File: src/rtl/frame_renderer_pkg.sv
// Shared constants and state encoding for the frame renderer and its rectangle scanner.
package frame_renderer_pkg;

    localparam logic [2:0] BIRD_COLOUR       = 3'b010;
    localparam logic [2:0] WALL_COLOUR       = 3'b100;
    localparam logic [2:0] BACKGROUND_COLOUR = 3'b111;

    localparam logic [7:0] BIRD_Y_START = 8'd60;
    localparam logic [7:0] WALL_X_START = 8'd100;

    localparam int unsigned SCREEN_W_DEF = 160;
    localparam int unsigned SCREEN_H_DEF = 120;

    // One bit wider than the screen coordinates so origin+size never wraps.
    localparam int unsigned COORD_W = 9;

    typedef enum logic [2:0] {
        StIdle,
        StClrBird,
        StClrWall,
        StDrwWall,
        StDrwBird,
        StDone
    } render_state_e;

endpackage

File: src/rtl/frame_renderer_rect_scanner.sv
// Raster-order walker over one rectangle; reloaded by the renderer FSM for each pass.
module rect_scanner
    import frame_renderer_pkg::*;
#(
    parameter int unsigned SCREEN_W = SCREEN_W_DEF,
    parameter int unsigned SCREEN_H = SCREEN_H_DEF
) (
    input  logic               clk_i,
    input  logic               resetn_i,
    input  logic               load_i,
    input  logic [COORD_W-1:0] origin_x_i,
    input  logic [COORD_W-1:0] origin_y_i,
    input  logic [COORD_W-1:0] width_i,
    input  logic [COORD_W-1:0] height_i,
    input  logic               advance_i,
    output logic [7:0]         x_o,
    output logic [COORD_W-1:0] y_o,
    output logic               last_o,
    output logic               in_bounds_o
);

    logic [COORD_W-1:0] x_q, x_d, y_q, y_d;
    logic [COORD_W-1:0] x0_q, x0_d, x_end_q, x_end_d, y_end_q, y_end_d;

    always_comb begin
        x_d     = x_q;
        y_d     = y_q;
        x0_d    = x0_q;
        x_end_d = x_end_q;
        y_end_d = y_end_q;
        if (load_i) begin
            x_d     = origin_x_i;
            y_d     = origin_y_i;
            x0_d    = origin_x_i;
            x_end_d = origin_x_i + width_i - COORD_W'(1);
            y_end_d = origin_y_i + height_i - COORD_W'(1);
        end else if (advance_i) begin
            if (x_q == x_end_q) begin
                x_d = x0_q;
                y_d = y_q + COORD_W'(1);
            end else begin
                x_d = x_q + COORD_W'(1);
            end
        end
    end

    always_ff @(posedge clk_i or negedge resetn_i) begin
        if (!resetn_i) begin
            x_q     <= '0;
            y_q     <= '0;
            x0_q    <= '0;
            x_end_q <= '0;
            y_end_q <= '0;
        end else begin
            x_q     <= x_d;
            y_q     <= y_d;
            x0_q    <= x0_d;
            x_end_q <= x_end_d;
            y_end_q <= y_end_d;
        end
    end

    assign x_o         = x_q[7:0];
    assign y_o         = y_q;
    assign last_o      = (x_q == x_end_q) && (y_q == y_end_q);
    assign in_bounds_o = (x_q < COORD_W'(SCREEN_W)) && (y_q < COORD_W'(SCREEN_H));

endmodule

File: src/rtl/frame_renderer.sv
// Per-tick renderer: erases previous bird and wall, draws the wall with its gap, then the bird.
module frame_renderer
    import frame_renderer_pkg::*;
#(
    parameter int unsigned SCREEN_W   = SCREEN_W_DEF,
    parameter int unsigned SCREEN_H   = SCREEN_H_DEF,
    parameter int unsigned BIRD_X     = 20,
    parameter int unsigned BIRD_SIZE  = 4,
    parameter int unsigned WALL_WIDTH = 10,
    parameter int unsigned GAP_H      = 40
) (
    input  logic       clk_i,
    input  logic       resetn_i,
    input  logic       start_i,
    input  logic [7:0] bird_y_i,
    input  logic [7:0] wall_x_i,
    input  logic [7:0] gap_y_i,
    input  logic       pix_ready_i,
    output logic [7:0] x_out_o,
    output logic [6:0] y_out_o,
    output logic [2:0] colour_out_o,
    output logic       plot_o,
    output logic       busy_o,
    output logic       done_o
);

    render_state_e state_q, state_d;
    logic [7:0] cur_bird_y_q, cur_wall_x_q, cur_gap_y_q;
    logic [7:0] prev_bird_y_q, prev_wall_x_q;

    logic               ld;
    logic               adv;
    logic [COORD_W-1:0] ld_x, ld_y, ld_w, ld_h;
    logic [7:0]         scan_x;
    logic [COORD_W-1:0] scan_y;
    logic               scan_last, scan_in_bounds;
    logic               scanning, in_gap, emit, step;
    logic [2:0]         colour;

    rect_scanner #(
        .SCREEN_W (SCREEN_W),
        .SCREEN_H (SCREEN_H)
    ) u_scanner (
        .clk_i       (clk_i),
        .resetn_i    (resetn_i),
        .load_i      (ld),
        .origin_x_i  (ld_x),
        .origin_y_i  (ld_y),
        .width_i     (ld_w),
        .height_i    (ld_h),
        .advance_i   (adv),
        .x_o         (scan_x),
        .y_o         (scan_y),
        .last_o      (scan_last),
        .in_bounds_o (scan_in_bounds)
    );

    assign scanning = state_q inside {StClrBird, StClrWall, StDrwWall, StDrwBird};
    assign in_gap   = (state_q == StDrwWall)
                   && (scan_y >= {1'b0, cur_gap_y_q})
                   && (scan_y < ({1'b0, cur_gap_y_q} + COORD_W'(GAP_H)));
    assign emit     = scanning && scan_in_bounds && !in_gap;
    // Hidden positions (clipped or gap) cost exactly one cycle and need no handshake.
    assign step     = scanning && (!emit || pix_ready_i);

    always_comb begin
        state_d = state_q;
        ld      = 1'b0;
        adv     = 1'b0;
        ld_x    = '0;
        ld_y    = '0;
        ld_w    = '0;
        ld_h    = '0;
        unique case (state_q)
            StIdle: begin
                if (start_i) begin
                    state_d = StClrBird;
                    ld      = 1'b1;
                    ld_x    = COORD_W'(BIRD_X);
                    ld_y    = {1'b0, prev_bird_y_q};
                    ld_w    = COORD_W'(BIRD_SIZE);
                    ld_h    = COORD_W'(BIRD_SIZE);
                end
            end
            StClrBird: begin
                if (step && scan_last) begin
                    state_d = StClrWall;
                    ld      = 1'b1;
                    ld_x    = {1'b0, prev_wall_x_q};
                    ld_w    = COORD_W'(WALL_WIDTH);
                    ld_h    = COORD_W'(SCREEN_H);
                end else begin
                    adv = step;
                end
            end
            StClrWall: begin
                if (step && scan_last) begin
                    state_d = StDrwWall;
                    ld      = 1'b1;
                    ld_x    = {1'b0, cur_wall_x_q};
                    ld_w    = COORD_W'(WALL_WIDTH);
                    ld_h    = COORD_W'(SCREEN_H);
                end else begin
                    adv = step;
                end
            end
            StDrwWall: begin
                if (step && scan_last) begin
                    state_d = StDrwBird;
                    ld      = 1'b1;
                    ld_x    = COORD_W'(BIRD_X);
                    ld_y    = {1'b0, cur_bird_y_q};
                    ld_w    = COORD_W'(BIRD_SIZE);
                    ld_h    = COORD_W'(BIRD_SIZE);
                end else begin
                    adv = step;
                end
            end
            StDrwBird: begin
                if (step && scan_last) begin
                    state_d = StDone;
                end else begin
                    adv = step;
                end
            end
            StDone:  state_d = StIdle;
            default: state_d = StIdle;
        endcase
    end

    always_comb begin
        colour = 3'b000;
        unique case (state_q)
            StClrBird, StClrWall: colour = BACKGROUND_COLOUR;
            StDrwWall:            colour = WALL_COLOUR;
            StDrwBird:            colour = BIRD_COLOUR;
            default:              colour = 3'b000;
        endcase
    end

    always_ff @(posedge clk_i or negedge resetn_i) begin
        if (!resetn_i) begin
            state_q       <= StIdle;
            cur_bird_y_q  <= '0;
            cur_wall_x_q  <= '0;
            cur_gap_y_q   <= '0;
            prev_bird_y_q <= BIRD_Y_START;
            prev_wall_x_q <= WALL_X_START;
        end else begin
            state_q <= state_d;
            if (state_q == StIdle && start_i) begin
                cur_bird_y_q <= bird_y_i;
                cur_wall_x_q <= wall_x_i;
                cur_gap_y_q  <= gap_y_i;
            end
            if (state_q == StDone) begin
                prev_bird_y_q <= cur_bird_y_q;
                prev_wall_x_q <= cur_wall_x_q;
            end
        end
    end

    assign plot_o       = emit;
    assign x_out_o      = emit ? scan_x : '0;
    assign y_out_o      = emit ? scan_y[6:0] : '0;
    assign colour_out_o = emit ? colour : '0;
    assign busy_o       = (state_q != StIdle);
    assign done_o       = (state_q == StDone);

endmodule

File: config.mk
export PLATFORM = sky130hd
export DESIGN_NAME = frame_renderer
export DESIGN_NICKNAME = d
export VERILOG_FILES = /design/src/rtl/frame_renderer_pkg.sv /design/src/rtl/frame_renderer_rect_scanner.sv /design/src/rtl/frame_renderer.sv
export SDC_FILE = /design/constraint.sdc
export NUM_CORES = 1
export LEC_CHECK = 0
export ABC_AREA = 1
export ABC_CLOCK_PERIOD_IN_PS = 4000
export BUFFER_PORTS_ARGS = -buffer_cell sky130_fd_sc_hd__buf_2
export CORE_AREA = 2 2 116 130
export CTS_CLUSTER_SIZE = 28
export DETAILED_ROUTE_END_ITERATION = 16
export DIE_AREA = 0 0 118 132
export SYNTH_ARGS = -nofsm -noshare
export SYNTH_HDL_FRONTEND = slang
export SYNTH_HIERARCHICAL = 1
export SYNTH_SLANG_ARGS = --single-unit
File: constraint.sdc
create_clock -name clk_i -period 4 [get_ports clk_i]
set_input_delay 0.2 -clock clk_i [delete_from_list [all_inputs] [get_ports clk_i]]
set_output_delay 0.2 -clock clk_i [all_outputs]
set_load 0.1 [all_outputs]
# Yosys cells after proc, flatten, opt, wreduce, memory -nomap -nowiden

Index checks and enable logic that the tools add are counted.

Input bits: 28
Logic and storage cells: 91
Register bits after elaboration: 88
Output and inout bits: 21

Muxes and demuxes: 35
Magnitude comparators: 4
Add/subtract/negate cells: 7
Equal/unequal tests: 12
Reduce and logical (&&, ||, !) cells: 22

Operators with widths:

| cell                  | number |
|---|---|
| $mux W9               | 6 |
| $mux W8               | 5 |
| $pmux W8 S4           | 1 |
| $mux W3               | 8 |
| $pmux W7 S3           | 1 |
| $add A9 B1 Y9 const B | 2 |
| $eq A9 B9 Y1          | 2 |
| $sub A9 B1 Y9 const B | 2 |
| $pmux W8 S2           | 1 |
| $pmux W3 S5           | 1 |
| $mux W7               | 2 |
| $pmux W4 S3           | 1 |
| $mux W5               | 2 |
| $add A8 B4 Y9         | 1 |
| $add A8 B6 Y9 const B | 1 |
| $add A8 B7 Y9         | 1 |
| $ge A9 B8 Y1          | 1 |
| $logic_and A1 B1 Y1   | 9 |
| $lt A9 B7 Y1 const B  | 1 |
| $lt A9 B8 Y1 const B  | 1 |
| $lt A9 B9 Y1          | 1 |
| $pmux W3 S3           | 1 |
| $ne A2 B1 Y1 const B  | 4 |
| $eq A3 B2 Y1 const B  | 2 |
| 17 further kinds      | 23 |

# Longest topological paths before layout

Gate-level depths: netlist (run 1).

Depth in word-level cells: 13
Depth in mapped cells: 27

# Hierarchy

The synthesis (run 1) kept the hierarchy.

Modules (own cells, without submodules):

| module         | times used | area an instance (um^2) | cells an instance |
|---|---|---|---|
| rect_scanner   | 1          | 3638.5                  | 492 |
| frame_renderer | 1          | 2656.3                  | 343 |

# Least setup slack after synthesis (run 1)

Ideal clock, no wire load.

Path type: register to register
Start point: register cur_gap_y_q[3]
End point: register u_scanner.x_end_q[5]
Slack: 0.496 ns
Setup time: 0.116 ns
Arrival time: 3.388 ns
Data required time: 3.884 ns
Buffers on the path: 0
Cell stages (with the launch flop): 26
Cells stage by stage: dfrtp_1 > ha_1 > o21ai_0 > xor2_1 > ha_1 > nand2_1 > nor2_1 > nand3b_1 > nor2_1 > nor2_1 > nand3_2 > nand3_4 > nand3_4 > nor2_2 > inv_1 > ha_1 > inv_1 > ha_1 > inv_1 > fa_1 > inv_1 > a31oi_1 > nor2_1 > nor2_1 > nand2_1 > nand2_1

Word-level cells in the longest chain between the ends: 13
Elaborated cells between the ends (all ways): 22
Those cells by class: 3 x add/sub; 2 x order compare; 9 x mux; 8 x reduce/logical

RTL lines:

| what                                                       | line                                                              | text |
|---|---|---|
| from (decl)                                                | frame_renderer.sv:28                                              | `logic [7:0] cur_bird_y_q, cur_wall_x_q, cur_gap_y_q;` |
| from (signal assigned)                                     | frame_renderer.sv:154                                             | `cur_gap_y_q <= gap_y_i;` |
| $add A8 B6 Y9 / $ge A9 B8 Y1 (equally long branches)       | frame_renderer.sv:61, frame_renderer.sv:60                        |  |
| $lt A9 B9 Y1 / $logic_and A1 B1 Y1 (equally long branches) | frame_renderer.sv:61, frame_renderer.sv:60                        |  |
| $logic_and A1 B1 Y1 *                                      | frame_renderer.sv:61                                              | `&& (scan_y < ({1'b0, cur_gap_y_q} + COORD_W'(GAP_H)));` |
| $logic_not A1 Y1 *                                         | frame_renderer.sv:62                                              | `assign emit = scanning && scan_in_bounds && !in_gap;` |
| $logic_and A1 B1 Y1 *                                      | frame_renderer.sv:62                                              |  |
| $logic_not A1 Y1 *                                         | frame_renderer.sv:64                                              | `assign step = scanning && (!emit \|\| pix_ready_i);` |
| $logic_or A1 B1 Y1 *                                       | frame_renderer.sv:64                                              |  |
| $logic_and A1 B1 Y1 *                                      | frame_renderer.sv:64                                              |  |
| $logic_and A1 B1 Y1 *                                      | frame_renderer.sv:86, frame_renderer.sv:97, frame_renderer.sv:108 |  |
| $mux W8, or another cell as far along                      | frame_renderer.sv:97                                              | `if (step && scan_last) begin` |
| $pmux W8 S4 / $pmux W4 S3 (equally long branches)          | frame_renderer.sv:74                                              | `unique case (state_q)` |
| $add A8 B4 Y9                                              | frame_renderer_rect_scanner.sv:35                                 | `x_end_d = origin_x_i + width_i - COORD_W'(1);` |
| $sub A9 B1 Y9                                              | frame_renderer_rect_scanner.sv:35                                 |  |
| to (signal assigned)                                       | frame_renderer_rect_scanner.sv:58                                 | `x_end_q <= x_end_d;` |
| to (decl)                                                  | frame_renderer_rect_scanner.sv:23                                 | `logic [COORD_W-1:0] x0_q, x0_d, x_end_q, x_end_d, y_end_q, y_end_d;` |

Mark *: on every way between the ends. The rest lies on a longest branch, timed or not.
A chain may end at the register's enable or synchronous reset.

# Worst setup path in the final report (run 1)

Start point: register cur_gap_y_q[3]
End point: register u_scanner.y_end_q[5]

Word-level cells in the longest chain between the ends: 13
Elaborated cells between the ends (all ways): 20
Those cells by class: 3 x add/sub; 2 x order compare; 7 x mux; 8 x reduce/logical

RTL lines:

| what                                                       | line                                       | text |
|---|---|---|
| $add A8 B6 Y9 / $ge A9 B8 Y1 (equally long branches)       | frame_renderer.sv:61, frame_renderer.sv:60 |  |
| $lt A9 B9 Y1 / $logic_and A1 B1 Y1 (equally long branches) | frame_renderer.sv:61, frame_renderer.sv:60 |  |
| $logic_and A1 B1 Y1 *                                      | frame_renderer.sv:61                       |  |
| $logic_not A1 Y1 *                                         | frame_renderer.sv:62                       |  |
| $logic_and A1 B1 Y1 *                                      | frame_renderer.sv:62                       |  |
| $logic_not A1 Y1 *                                         | frame_renderer.sv:64                       |  |
| $logic_or A1 B1 Y1 *                                       | frame_renderer.sv:64                       |  |
| $logic_and A1 B1 Y1 *                                      | frame_renderer.sv:64                       |  |
| $logic_and A1 B1 Y1 *                                      | frame_renderer.sv:108                      | `if (step && scan_last) begin` |
| $mux W8 *                                                  | frame_renderer.sv:108                      |  |
| $pmux W8 S2 *                                              | frame_renderer.sv:74                       |  |
| named net ld_y[0]                                          | frame_renderer.sv:33                       | `logic [COORD_W-1:0] ld_x, ld_y, ld_w, ld_h;` |
| $add A8 B7 Y9 *                                            | frame_renderer_rect_scanner.sv:36          | `y_end_d = origin_y_i + height_i - COORD_W'(1);` |
| $sub A9 B1 Y9 *                                            | frame_renderer_rect_scanner.sv:36          |  |
| to (signal assigned)                                       | frame_renderer_rect_scanner.sv:59          | `y_end_q <= y_end_d;` |
| to (decl)                                                  | frame_renderer_rect_scanner.sv:23          |  |

Mark *: on every way through the listed nets, which the timed path passes. The rest lies on a longest branch.

==> impl_metrics.csv, run 1 <==
group,metric,value,unit
cts,clock-root-buffer,"clkbuf_16",
global_route,grt_max_degree,61,
yosys,ys_async_sr_fraction,1.00,
yosys,synth_edf_count,0,
worst_setup_path,worstSetupStartpointType,"register",
yosys,synth_adder_area_share,0.0998,
global_route,antenna_found_initial,0,
yosys,synthCells,835,
yosys,ys_types,45,
sta,fin_ws,281,ps
sta,max-slew-margin-rel,0.470,
floorplanning,core,14200,µm²
outcome,outcome,"finished, final reports clean",
yosys,synth_area_leader_cell,"dfrtp_1",
worst_setup_path,end_kind,"register",
sta,skew,4.18,ps
sta,hold_viol,0,
floorplanning,die_x,118,µm
worst_setup_path,crit_type,"register to register",
worst_setup_path,critical_path.max_stage_delay,390,ps
worst_setup_path,cp_data_required_time,4240,ps
global_route,grt_first_pass_wirelength,24100,µm
routing,via_per_inst,4.67,
sta,timing.fmax,269,MHz
yosys,synth_area_leaders,"dfrtp_1 (32%), nand2_1 (10%), ha_1 (9.3%)",
layout,area_growth,14.5,%
place,dp.cells,1074,
worst_setup_path,reg2reg_depth,26,
worst_setup_path,cp_common_cell,"nand2_1",
worst_setup_path,r2r_start,"cur_gap_y_q[3]",
cts,cts_htree_levels,3,
yosys,synth.area.mux_share,0.00179,
sta,fin_crit,3720,ps
yosys,synth_top_area_frac,0.322,
sta,fin_crit_sh,0.930,
min_path,hold_end,"cur_gap_y_q[0]",
floorplanning,die_y,132,µm
worst_setup_path,crit_arrival,3960,ps
pwr,pwr_density_cell,454,nW/µm²
routing,post-route-drc-count,0,
yosys,synth_area,6290,µm²
pwr,power.total,3.27,mW
routing,detail-route-antenna-nets,0,
global_route,top_usage_layer,"met2",
cts,path_clk_slew,60,ps
yosys,synth-compound-area-share,0.126,
worst_setup_path,path_delay_family,"adder cells",
cts,cts_tree,"yes",
global_route,grtUsageMet3,0.0324,
routing,drtIter0Drc,229,
cts,clk_latency,350,ps
yosys,synth-simple-area-share,0.240,
sta,setup_viol,0,
floorplanning,row_count,46,
yosys,ys_seq_area_frac,0.351,
yosys,ys.flop_type,"dfrtp_1",
cts,cts_sinks,88,
global_route,grt_use_total,0.191,
layout,final_cell_count_no_fill,1096,
routing,wl,14100,µm
place,gp_congestion,0.805,
yosys,synth_common_cells,"nand2_1 (168), inv_1 (156), dfrtp_1 (81), nor2_1 (77), o21ai_0 (56)",
yosys,yosysMostFrequentCell,"nand2_1",
layout,fin_area,7210,µm²
layout,drive_above_1_share,0.176,
routing,vias,5120,
yosys,synthXorXnorAreaFrac,0.0471,
place,pre_cts_ws,-0.909,ps
layout,antenna_cells,0,
worst_setup_path,r2r_end,"u_scanner/y_end_q[5]",
min_path,min_path_type,"input port to register",
worst_setup_path,cp_slowest_cell,"dfrtp_1",
worst_setup_path,r2r_slack,280,ps
worst_setup_path,critical_path_buf_inv_count,5,
cts,cts_inserted_buffers,9,
sta,drv_slew,0,
min_path,worstHoldStart,"gap_y_i[0]",
global_route,grt-ovfl-total,0,
routing,wire_per_inst,12.8,µm
cts,cts_buffer_depth,2,
run,cap_violations,0,
layout,nets,976,
floorplanning,die_area,15600,µm²
worst_setup_path,critical_path_peak_fanout,8,
floorplanning,io_pins,49,
pwr,peakVddDrop,0.207,mV
floorplanning,start_util,0.443,
global_route,use_met1,0.268,
place,dp_hpwl,10200,µm
routing,drtPass1Iterations,5,
min_path,min_path_cells,2,
sta,tightest_slew,795,ps
yosys,yosys_warnings,6,
global_route,use_met2,0.305,
yosys,ys_seq_elements,88,
yosys,synth.avg_cell_area,7.54,µm²
yosys,synth_top_family_by_area,"simple AND/OR/NAND/NOR gates",
global_route,grt_pass1_vias,5023,
place,io_buffers,48,
pwr,power.leakage,3.79,nW
place,placed_area,6760,µm²
==> where the power goes <==
| part | switching (mW) | internal, mW |
|---|---|---|
| registers | 0.135 | 1.05 |
| clock network | 0.363 | 0.503 |
| logic | 0.862 | 0.358 |
| total | 1.36 | 1.91 |
==> final cells by class <==
type                            count  area, µm²
Clock buffer                       12        246
Clock inverter                      4       53.8
Fill cell                        1403       7010
Inverter                          161        618
Multi-Input combinational cell    567       3400
Sequential cell                    88       2210
Tap cell                          192        240
Timing Repair Buffer               72        438
==> how the worst max path moves through the flow <==
stage | startpoint | end | slack [ps] | cells past startpoint
floorplan | cur_gap_y_q[3] | u_scanner/x_end_q[5] | 500 | 25
global placement | cur_gap_y_q[3] | u_scanner/y_end_q[6] | 90 | 23
detailed placement | cur_gap_y_q[3] | u_scanner/y_end_q[6] | -0.9 | 23
CTS | cur_gap_y_q[3] | u_scanner/y_end_q[6] | 30 | 23
global route | cur_gap_y_q[3] | u_scanner/y_end_q[5] | -20 | 25
finish | cur_gap_y_q[3] | u_scanner/y_end_q[5] | 280 | 26
==> logic make-up after synthesis <==
logic type                 after synthesis
DFF                                     88
buffers and inverters                  193
muxes                                    1
AOI/OAI and AO/OA                      139
and+or+nand+nor                        331
xor gates and xnor gates                33
adders and majority gates               49
other                                    1
==> cells in the final DEF, fill, tap and decap left out, drive strengths merged, types with 7 or more instances in the layout <==
| master | count |
|---|---|
| nand4 | 10 |
| nand2 | 177 |
| o21ai | 72 |
| ha | 47 |
| xor2 | 22 |
| nand3 | 48 |
| a21oi | 48 |
| dfrtp | 81 |
| inv | 160 |
| xnor2 | 11 |
| dfstp | 7 |
| buf | 71 |
| clkbuf | 12 |
| nor2 | 88 |
| conb | 13 |
==> through the flow <==
stage	utilization	hold slack [ps]	setup TNS [ps]
detailed placement	0.476	338	-0.909
floorplan	-	-95.6	0
global placement	0.476	344	0
finish	0.507	86.2	0
global route	0.507	83.3	-28.2
CTS	0.498	77.3	0
==> timing repair <==
action                     4_1_cts  5_1_grt
gates resized for setup          1       23
hold buffers                     1        0
pin swaps                        0        7
buffers inserted                 0        4
hold endpoints to repair        52        0
cloned                           0        1
setup endpoints to repair        1       13
==> registers in the layout, summed over array words and instances, names as in the netlist <==
| name | count |
|---|---|
| prev_wall_x_q | 8 |
| u_scanner/y_o | 9 |
| u_scanner/y_end_q | 9 |
| u_scanner/x_q | 9 |
| cur_bird_y_q | 8 |
| cur_gap_y_q | 8 |
| u_scanner/x_end_q | 9 |
| prev_bird_y_q | 8 |
| cur_wall_x_q | 8 |
| u_scanner/x0_q | 9 |
| state_q | 3 |
==> per-layer routing <==
metal / part of all wire / vias to the layer above / routed length (µm)
met5: 0 / - / 0
met4: 0.012 / 0 / 174
met3: 0.035 / 10 / 496
met2: 0.45 / 76 / 6310
met1: 0.50 / 2313 / 7090
li1: - / 2721 / -
==> worst reg2reg max path: stages, from the launching register on <==
cell and delay [ps]:
dfrtp_1 390, ha_2 210, o21ai_2 130, xor2_1 180, ha_1 250, nand2_1 80, a21oi_1 40, nor2_1 90
nand2_1 100, nor2_4 160, nand3_4 100, nand3_4 120, nand4_4 120, buf_12 170, o21ai_2 130, inv_1 60
ha_1 190, inv_1 50, ha_2 170, inv_1 50, fa_1 380, inv_2 90, a31oi_1 100, nor2_1 120
nor2_1 50, nand2_1 60, nand2_1 40
Power figures use the tool's default switching activity.
==> run 2: changes to the inputs <==
--- a/config.mk
+++ b/config.mk
@@ -6,12 +6,13 @@
 export NUM_CORES = 1
 export LEC_CHECK = 0
 export ABC_AREA = 1
-export ABC_CLOCK_PERIOD_IN_PS = 4000
+export ABC_CLOCK_PERIOD_IN_PS = 4700
 export BUFFER_PORTS_ARGS = -buffer_cell sky130_fd_sc_hd__buf_2
 export CORE_AREA = 2 2 116 130
 export CTS_CLUSTER_SIZE = 28
 export DETAILED_ROUTE_END_ITERATION = 16
 export DIE_AREA = 0 0 118 132
+export SLEW_MARGIN = 25
 export SYNTH_ARGS = -nofsm -noshare
 export SYNTH_HDL_FRONTEND = slang
 export SYNTH_HIERARCHICAL = 1
==> constraint.sdc (replaced) <==
create_clock -name clk_i -period 4.7 [get_ports clk_i]
set_input_delay 0.235 -clock clk_i [delete_from_list [all_inputs] [get_ports clk_i]]
set_output_delay 0.235 -clock clk_i [all_outputs]
set_load 0.1 [all_outputs]
==> run 2 against run 1 <==
Compared with the run above:
- cell count down 1.7%
- clock power fell by 8.4%
- final area fell by 3.2%
- via count down 3.2%
- clock skew rose by 4.7 ps
- global-route usage decreased by 0.51 points
- hold slack improved by 27 ps
- maximum frequency shrank 8.0%
- total power fell by 14%
==> impl_metrics.csv, run 2 (same netlist as run 1, synthesis figures left out) <==
group,metric,value,unit
sta,timing.fmax,247,MHz
routing,wl,13500,µm
worst_setup_path,worstSetupStartpointType,"register",
floorplanning,die_x,118,µm
sta,tightest_slew,905,ps
layout,antenna_cells,0,
worst_setup_path,cp_data_required_time,4900,ps
sta,fin_crit,4040,ps
routing,detail-route-antenna-nets,0,
place,dp_hpwl,10000,µm
floorplanning,core,14200,µm²
worst_setup_path,reg2reg_depth,22,
sta,setup_viol,0,
sta,tns,0,ps
worst_setup_path,critical_path_peak_fanout,11,
global_route,grt_first_pass_wirelength,23500,µm
cts,cts_tree,"yes",
min_path,min_path_cells,2,
layout,layout_common_cells,"nand2_1 (167), inv_1 (156), dfrtp_1 (81)",
routing,vias,4956,
worst_setup_path,end_kind,"register",
routing,post-route-drc-count,0,
worst_setup_path,r2r_start,"cur_gap_y_q[3]",
pwr,peakVddDrop,0.232,mV
cts,cts_sinks,88,
sta,skew,8.84,ps
floorplanning,io_pins,49,
place,gp_congestion,0.815,
min_path,min_path_type,"input port to register",
layout,final_common_cell,"nand2_1",
cts,clk_latency,350,ps
worst_setup_path,r2r_slack,660,ps
cts,cts_buffer_depth,2,
run,cap_violations,0,
layout,fillers,1457,
place,dp.cells,1060,
global_route,grt_max_degree,48,
layout,drive_above_1_share,0.140,
sta,drv_slew,0,
routing,wire_per_inst,12.6,µm
min_path,hold_end,"cur_gap_y_q[0]",
cts,cts_htree_levels,3,
layout,nets,957,
cts,cts_inserted_buffers,9,
worst_setup_path,crit_arrival,4250,ps
routing,drtPass1Iterations,4,
worst_setup_path,crit_type,"register to register",
floorplanning,die_area,15600,µm²
sta,max-slew-margin-rel,0.395,
pwr,pwr_density_cell,403,nW/µm²
routing,drtIter0Drc,220,
global_route,grt_use_total,0.186,
sta,grt_setup_unrepaired,"false",
layout,final_cell_count_no_fill,1077,
floorplanning,row_count,46,
pwr,power.leakage,3.69,nW
global_route,grt_pass1_vias,4722,
cts,clock-root-buffer,"clkbuf_16",
layout,area_growth,10.9,%
worst_setup_path,startpoint,"cur_gap_y_q[3]",
global_route,antenna_found_initial,0,
routing,via_per_inst,4.60,
floorplanning,start_util,0.443,
floorplanning,die_y,132,µm
outcome,outcome,"finished, final reports clean",
min_path,worstHoldStart,"gap_y_i[0]",
sta,fin_crit_sh,0.861,
sta,hold_viol,0,
worst_setup_path,r2r_end,"u_scanner/y_end_q[6]",
cts,path_clk_slew,60,ps
global_route,grt-ovfl-total,0,
place,io_buffers,48,
[run 2: worst max path at each step]
stage	endpoint	slack, ps
finish	u_scanner/y_end_q[6]	660
global route	u_scanner/y_end_q[7]	230
CTS	u_scanner/y_end_q[6]	630
global placement	u_scanner/x_end_q[6]	750
floorplan	u_scanner/x_end_q[5]	1200
detailed placement	u_scanner/y_end_q[6]	660
[run 2: final cells by class]
| type | instances | area [µm²] | area share |
|---|---|---|---|
| timing repair buffer | 54 | 290 | 0.0416 |
| clock inverter | 4 | 77.6 | 0.0111 |
| multi-input combinational | 566 | 3300 | 0.472 |
| inverter | 161 | 618 | 0.0886 |
| sequential | 88 | 2210 | 0.317 |
| tap | 192 | 240 | 0.0344 |
| clock buffer | 12 | 246 | 0.0353 |
[run 2: timing repair]
action / 4_1_cts / 5_1_grt
gates resized for setup: 0 / 0
hold buffers: 1 / 0
setup endpoints to repair: 0 / 0
setup buffers: 0 / 0
hold endpoints to repair: 41 / 0
[run 2: per-layer routing]
metal / vias to the layer above / GRT usage / share of wire
li1: 2685 / - / -
met1: 2188 / 0.272 / 0.52
met2: 71 / 0.281 / 0.43
met3: 12 / 0.0264 / 0.032
met4: 0 / 0.0629 / 0.015
met5: - / 0 / 0
[run 2: critical path, cell delays in order (launching register included)]
cell and delay, ps:
dfrtp_1 400, ha_1 220, o21ai_0 180, xor2_1 180
ha_1 250, nand2_1 80, a21oi_1 50, nor2_1 90
nand2_1 60, nor2_1 120, nand3_2 150, nand3_4 130
nand4_2 320, o21ai_2 240, inv_1 90, ha_1 280
inv_1 40, ha_1 360, nand3_1 110, nand3_1 130
a21oi_1 190, xor2_1 150, o21ai_0 80
[run 2: through the flow]
stage	instance area (µm²)	utilization	total power, mW	hold WS (ps)	worst slack (ps)
floorplan	6340	-	1.88	-60.6	1200
global placement	6650	0.467	2.03	281	746
detailed placement	6650	0.467	2.04	279	660
CTS	6980	0.491	2.84	106	625
global route	6980	0.491	3.00	116	227
finish	6980	0.491	2.82	113	655
[run 2: power by group]
| group | total [mW] | internal (mW) | switching (mW) |
|---|---|---|---|
| logic | 1.01 | 0.291 | 0.721 |
| clock network | 0.793 | 0.483 | 0.310 |
| registers | 1.01 | 0.894 | 0.116 |
| total | 2.82 | 1.67 | 1.15 |
